File: src/rtl/jesd204b_cgs_ctrl.sv
// JESD204B receiver code-group synchronization controller (CS_INIT/CS_CHECK/CS_DATA).
// Optional macro JESD_CGS_ERR_REPORT_EN adds 2-cycle SYNC~ error-report pulses in CS_DATA.
module jesd204b_cgs_ctrl #(
    parameter int K_CNT_MAX = 4,
    parameter int ERR_MAX   = 3
) (
    input  logic       clk,
    input  logic       rst_n,
    input  logic       dec_valid,
    input  logic [7:0] dec_data,
    input  logic       dec_is_k,
    input  logic       dec_disp_err,
    input  logic       dec_nit_err,
    input  logic       err_clr,
    output logic       sync_n,
    output logic [1:0] cgs_state,
    output logic       cgs_done,
    output logic [7:0] err_cnt
);

    localparam int KW = $clog2(K_CNT_MAX + 1);
    localparam int IW = $clog2(ERR_MAX + 1);
    localparam logic [KW-1:0] K_LIM = KW'(K_CNT_MAX);
    localparam logic [IW-1:0] I_LIM = IW'(ERR_MAX);

    typedef enum logic [1:0] {
        CS_INIT    = 2'b00,
        CS_CHECK   = 2'b01,
        CS_DATA    = 2'b10,
        CS_ILLEGAL = 2'b11
    } cgs_state_t;

    cgs_state_t    state_r, state_nxt_s;
    logic [KW-1:0] kcnt_r, kcnt_nxt_s, kcnt_inc_s;
    logic [IW-1:0] icnt_r, icnt_nxt_s, icnt_inc_s;
    logic [7:0]    err_cnt_r, err_cnt_nxt_s;
    logic          sync_n_r, sync_n_nxt_s;
    logic          cgs_done_r, cgs_done_nxt_s;
    logic          bad_s, is_k_s, resync_s;

    assign bad_s      = dec_valid & (dec_disp_err | dec_nit_err);
    assign is_k_s     = dec_valid & ~bad_s & dec_is_k & (dec_data == 8'hBC);
    assign kcnt_inc_s = kcnt_r + KW'(1);
    assign icnt_inc_s = icnt_r + IW'(1);

    // Next-state, run counters and saturating error counter
    always_comb begin
        state_nxt_s   = state_r;
        kcnt_nxt_s    = kcnt_r;
        icnt_nxt_s    = icnt_r;
        resync_s      = 1'b0;
        err_cnt_nxt_s = err_cnt_r;

        if (err_clr) begin
            err_cnt_nxt_s = bad_s ? 8'd1 : 8'd0;
        end else if (bad_s && (err_cnt_r != 8'hFF)) begin
            err_cnt_nxt_s = err_cnt_r + 8'd1;
        end else begin
            err_cnt_nxt_s = err_cnt_r;
        end

        case (state_r)
            CS_INIT: begin
                if (dec_valid) begin
                    if (is_k_s) begin
                        if (kcnt_inc_s == K_LIM) begin
                            state_nxt_s = CS_CHECK;
                            kcnt_nxt_s  = '0;
                        end else begin
                            kcnt_nxt_s = kcnt_inc_s;
                        end
                    end else begin
                        kcnt_nxt_s = '0;
                    end
                end else begin
                    kcnt_nxt_s = kcnt_r;
                end
            end
            CS_CHECK, CS_DATA: begin
                if (dec_valid) begin
                    if (bad_s) begin
                        if (icnt_inc_s == I_LIM) begin
                            state_nxt_s = CS_INIT;
                            icnt_nxt_s  = '0;
                            kcnt_nxt_s  = '0;
                            resync_s    = 1'b1;
                        end else begin
                            icnt_nxt_s = icnt_inc_s;
                        end
                    end else begin
                        icnt_nxt_s = '0;
                        if ((state_r == CS_CHECK) && !is_k_s) begin
                            state_nxt_s = CS_DATA;
                        end else begin
                            state_nxt_s = state_r;
                        end
                    end
                end else begin
                    icnt_nxt_s = icnt_r;
                end
            end
            default: begin
                state_nxt_s = CS_INIT;
                kcnt_nxt_s  = '0;
                icnt_nxt_s  = '0;
            end
        endcase
    end

`ifdef JESD_CGS_ERR_REPORT_EN
    logic [1:0] pcnt_r, pcnt_nxt_s;

    // Error-report pulse window: reloads on each non-fatal CS_DATA error, cleared by resync
    always_comb begin
        pcnt_nxt_s = pcnt_r;
        if (resync_s) begin
            pcnt_nxt_s = 2'd0;
        end else if ((state_r == CS_DATA) && bad_s) begin
            pcnt_nxt_s = 2'd2;
        end else if (pcnt_r != 2'd0) begin
            pcnt_nxt_s = pcnt_r - 2'd1;
        end else begin
            pcnt_nxt_s = 2'd0;
        end
        sync_n_nxt_s   = (state_nxt_s != CS_INIT) && (pcnt_nxt_s == 2'd0);
        cgs_done_nxt_s = (state_nxt_s == CS_DATA);
    end

    // Pulse window register
    always_ff @(posedge clk or negedge rst_n) begin
        if (!rst_n) begin
            pcnt_r <= 2'd0;
        end else begin
            pcnt_r <= pcnt_nxt_s;
        end
    end
`else
    // Output decode from the next state so the outputs are registered alongside it
    always_comb begin
        sync_n_nxt_s   = (state_nxt_s != CS_INIT);
        cgs_done_nxt_s = (state_nxt_s == CS_DATA);
    end
`endif

    // State, counters and registered outputs
    always_ff @(posedge clk or negedge rst_n) begin
        if (!rst_n) begin
            state_r    <= CS_INIT;
            kcnt_r     <= '0;
            icnt_r     <= '0;
            err_cnt_r  <= 8'd0;
            sync_n_r   <= 1'b0;
            cgs_done_r <= 1'b0;
        end else begin
            state_r    <= state_nxt_s;
            kcnt_r     <= kcnt_nxt_s;
            icnt_r     <= icnt_nxt_s;
            err_cnt_r  <= err_cnt_nxt_s;
            sync_n_r   <= sync_n_nxt_s;
            cgs_done_r <= cgs_done_nxt_s;
        end
    end

    assign cgs_state = state_r;
    assign sync_n    = sync_n_r;
    assign cgs_done  = cgs_done_r;
    assign err_cnt   = err_cnt_r;

endmodule
File: config.mk
export PLATFORM = sky130hd
export DESIGN_NAME = jesd204b_cgs_ctrl
export DESIGN_NICKNAME = d
export VERILOG_FILES = /design/src/rtl/jesd204b_cgs_ctrl.sv
export SDC_FILE = /design/constraint.sdc
export NUM_CORES = 1
export LEC_CHECK = 0
export ABC_AREA = 0
export BUFFER_PORTS_ARGS = -buffer_cell sky130_fd_sc_hd__buf_2
export CORE_UTILIZATION = 50
export CTS_CLUSTER_SIZE = 10
export DETAILED_ROUTE_END_ITERATION = 6
export GPL_ROUTABILITY_DRIVEN = 0
export MAX_ROUTING_LAYER = met4
export PLACE_DENSITY = 0.77
export SLEW_MARGIN = 40
export SYNTH_ARGS = -nofsm -noshare
export SYNTH_HDL_FRONTEND = slang
export SYNTH_SLANG_ARGS = --single-unit
File: constraint.sdc
create_clock -name clk -period 1.95 [get_ports clk]
set_clock_uncertainty 0.15 [all_clocks]
set_input_delay 0.0975 -clock clk [delete_from_list [all_inputs] [get_ports clk]]
set_output_delay 0.0975 -clock clk [all_outputs]
set_load 0.02 [all_outputs]
==> results.toml <==
[final_layout]
layout-drive-gt1-share_pct = 27.5
finalCoreUtilization_pct = 68.6
diodes = 0
syn_to_final_growth_pct = 24.5
final_nets = 160

[setup_path]
setup.worst_path.class = "register to register"
crit_chain = "inv_1 -> ha_4 -> inv_1 -> or3_1 -> a21oi_1 -> a21oi_1 -> nor3b_2"
critPathLaunchType = "register"
crit_slowest_cell = "dfrtp_1"
worstSetupEndpointType = "register"
max_stage_delay_ps = 360
critPathMaxFanout = 4
worstPathRequired_ps = 2000
cp.arrival_ps = 1840

[power_and_ir_drop]
internal-power_uw = 675
seqPwrFrac_pct = 41.9
netSwitchingFraction_pct = 36.7
p_comb_share_pct = 40.7
finalPower_mw = 1.07
total_leakage_power_nw = 0.595
clkPwrFrac_pct = 17.4
vdd.ir_drop.worst_mv = 0.534
powerDensity_nw_per_um2 = 872
power.switching_uw = 391

[routing]
drc = 0
routed-wl-met2_um = 956
drtAntennaViolNets = 0
via_count = 864
drt-met1-wl_um = 996
wl_um = 2060
wl_per_cell_um = 12.6
routed.top_layer = "met4"
first_iter_violations = 20
dr_wl_met3_um = 79
drt-vias-per-instance = 5.30
drt-pass1-iter-count = 4

[clocking]
htree_levels = 1
root_buffer = "clkbuf_4"
post_cts_buffers = 0
clk_path_buf_depth = 2
clk_latency_ps = 280
cts_num_sinks = 17
cts_tree = "yes"
clkTransAtPathRegs_ps = 100
cts_made_buffers = 3

[yosys]
ys_ff_latch = 17
ys_seq_area_share_pct = 43.3
synth.distinct_cells = 33
synth-edff-count = 0
synth_area_leader_cell = "dfrtp_1"
synth.top_cell.area_share_pct = 43.3
async_flop_share_pct = 100
synth_most_common_cell = "dfrtp_1"
syn-num-nets = 126
ys.flop_type = "dfrtp_1"
ys.warnings.count = 0
synth_commonest_cells = "dfrtp_1, nor2_1, nand2_1, a21oi_1, inv_1"
synthCells = 105
yosys-top-cells-area = "dfrtp_1, ha_1, nor2_1"
syn_avg_cell_area_um2 = 9.35
netlist_area_um2 = 982

[global_routing]
overflow = 0
antenna_found_initial = 0
track_usage_pct = 23.4
grt_max_degree = 18
grt_first_pass_wirelength_um = 3370
grt_pass1_vias = 780

[placed_design]
place_hpwl_um = 1630
port_buffers = 26

[timing]
fmaxAchievable_ghz = 0.559
fin_crit_ps = 1790
slew_viol_final = 0
finalSetupTns_ps = 0
hold_viol = 0
maxSlewHeadroom_pct = 69.8
rsz0062_at_grt = "false"
max_slew.worst_pin.slew_ps = 450
setup_viol = 0
timing.final.crit_share_pct = 91.7

[job]
cap_violations = 0

[outcome]
status = "finished, final reports clean"

[floorplanning]
coreArea_um2 = 1780
pin_count = 27
die_h_um = 46.3
die_w_um = 46.3
die_area_um2 = 2150
initial_utilization_pct = 55.1
rows = 15

[hold_path]
min_path_type = "input port to asynchronous set/reset pin"
==> sequential cells by signal (all words and copies together) (netlist names) <==
name,count
icnt_r,2
cgs_state,2
sync_n,1
kcnt_r,3
cgs_done,1
err_cnt,8
==> layout by cell type, fill, tap and decap left out, types with 2 or more instances in the layout <==
master / count
nand2_1: 8
buf_4: 3
xnor2_1: 5
dfrtp_1: 17
inv_1: 7
nor2_1: 15
o21ai_0: 5
o211ai_1: 2
ha_1: 5
nor3_1: 3
nand3_1: 2
a21oi_1: 7
buf_2: 26
clkbuf_4: 3
or3_1: 2
dlygate4sd3_1: 2
a22o_1: 5
==> final cells by class <==
cell class / count / area [um^2]
fillers: 154 / 561
multi-input cells: 79 / 541
flip-flops and latches: 17 / 425
repair buffers: 31 / 173
well taps: 25 / 31.3
clock buffers: 4 / 26.3
inverters: 7 / 26.3
==> path summary, 6_finish.rpt <==
path | start | endpoint | slack [ps] | cells past startpoint
max | cgs_state[0] | cgs_done | 160 | 7
min | rst_n | err_cnt[6] | 100 | 2
max reg2reg | cgs_state[0] | cgs_done | 160 | 7
min reg2reg | kcnt_r[1] | kcnt_r[1] | 400 | 1
max in group asynchronous | rst_n | kcnt_r[2] | 1290 | 2
min in group clk | dec_disp_err | err_cnt[0] | 130 | 4
==> power groups by stage <==
stage / combinational, mW / clock [mW] / sequential (mW)
finish: 0.434 / 0.185 / 0.447
global route: 0.485 / 0.200 / 0.455
CTS: 0.406 / 0.188 / 0.447
detailed placement: 0.403 / 0 / 0.454
global placement: 0.390 / 0 / 0.451
floorplan: 0.208 / 0 / 0.502
==> kinds of logic (layout without fill, tap and decap cells) <==
group	count (synthesis)	after routing	synth area share, %
fa+ha+maj	6	6	7.64
simple gates	42	42	23.2
flops	17	17	43.3
xor+xnor	6	6	5.35
compound gates	24	24	16.0
buf+inv	9	42	3.44
mux	1	1	1.02
==> what timing repair did <==
action | CTS | global route
endpoints found under the setup margin | 0 | 1
hold endpoints to repair | 25 | 0
hold buffers | 2 | 0
gates resized for setup | 0 | 2
==> metal layers <==
metal  GRT usage (%)  up-vias
li1                -      434
met1            29.0      402
met2            36.9       24
met3            5.10        4
met4            8.82        0
met5               -        -
==> per-stage QoR <==
stage	instance area (um^2)	std cells	hold WS, ps	setup WS [ps]
after global routing	1220	163	129	31.8
after CTS	1200	163	109	105
after detailed placement	1160	157	-113	128
after floorplan	982	105	-348	68.4
final	1220	163	97.3	161
after global placement	1160	157	-107	222
==> worst max-delay path, delay by kind of cell (launching register included) <==
kind / cells / cell delay [ps]
flops: 1 / 360
buf+inv: 2 / 120
compound gates: 2 / 220
simple gates: 2 / 580
fa+ha+maj: 1 / 280
No activity file was read; power rests on OpenSTA's default activity.
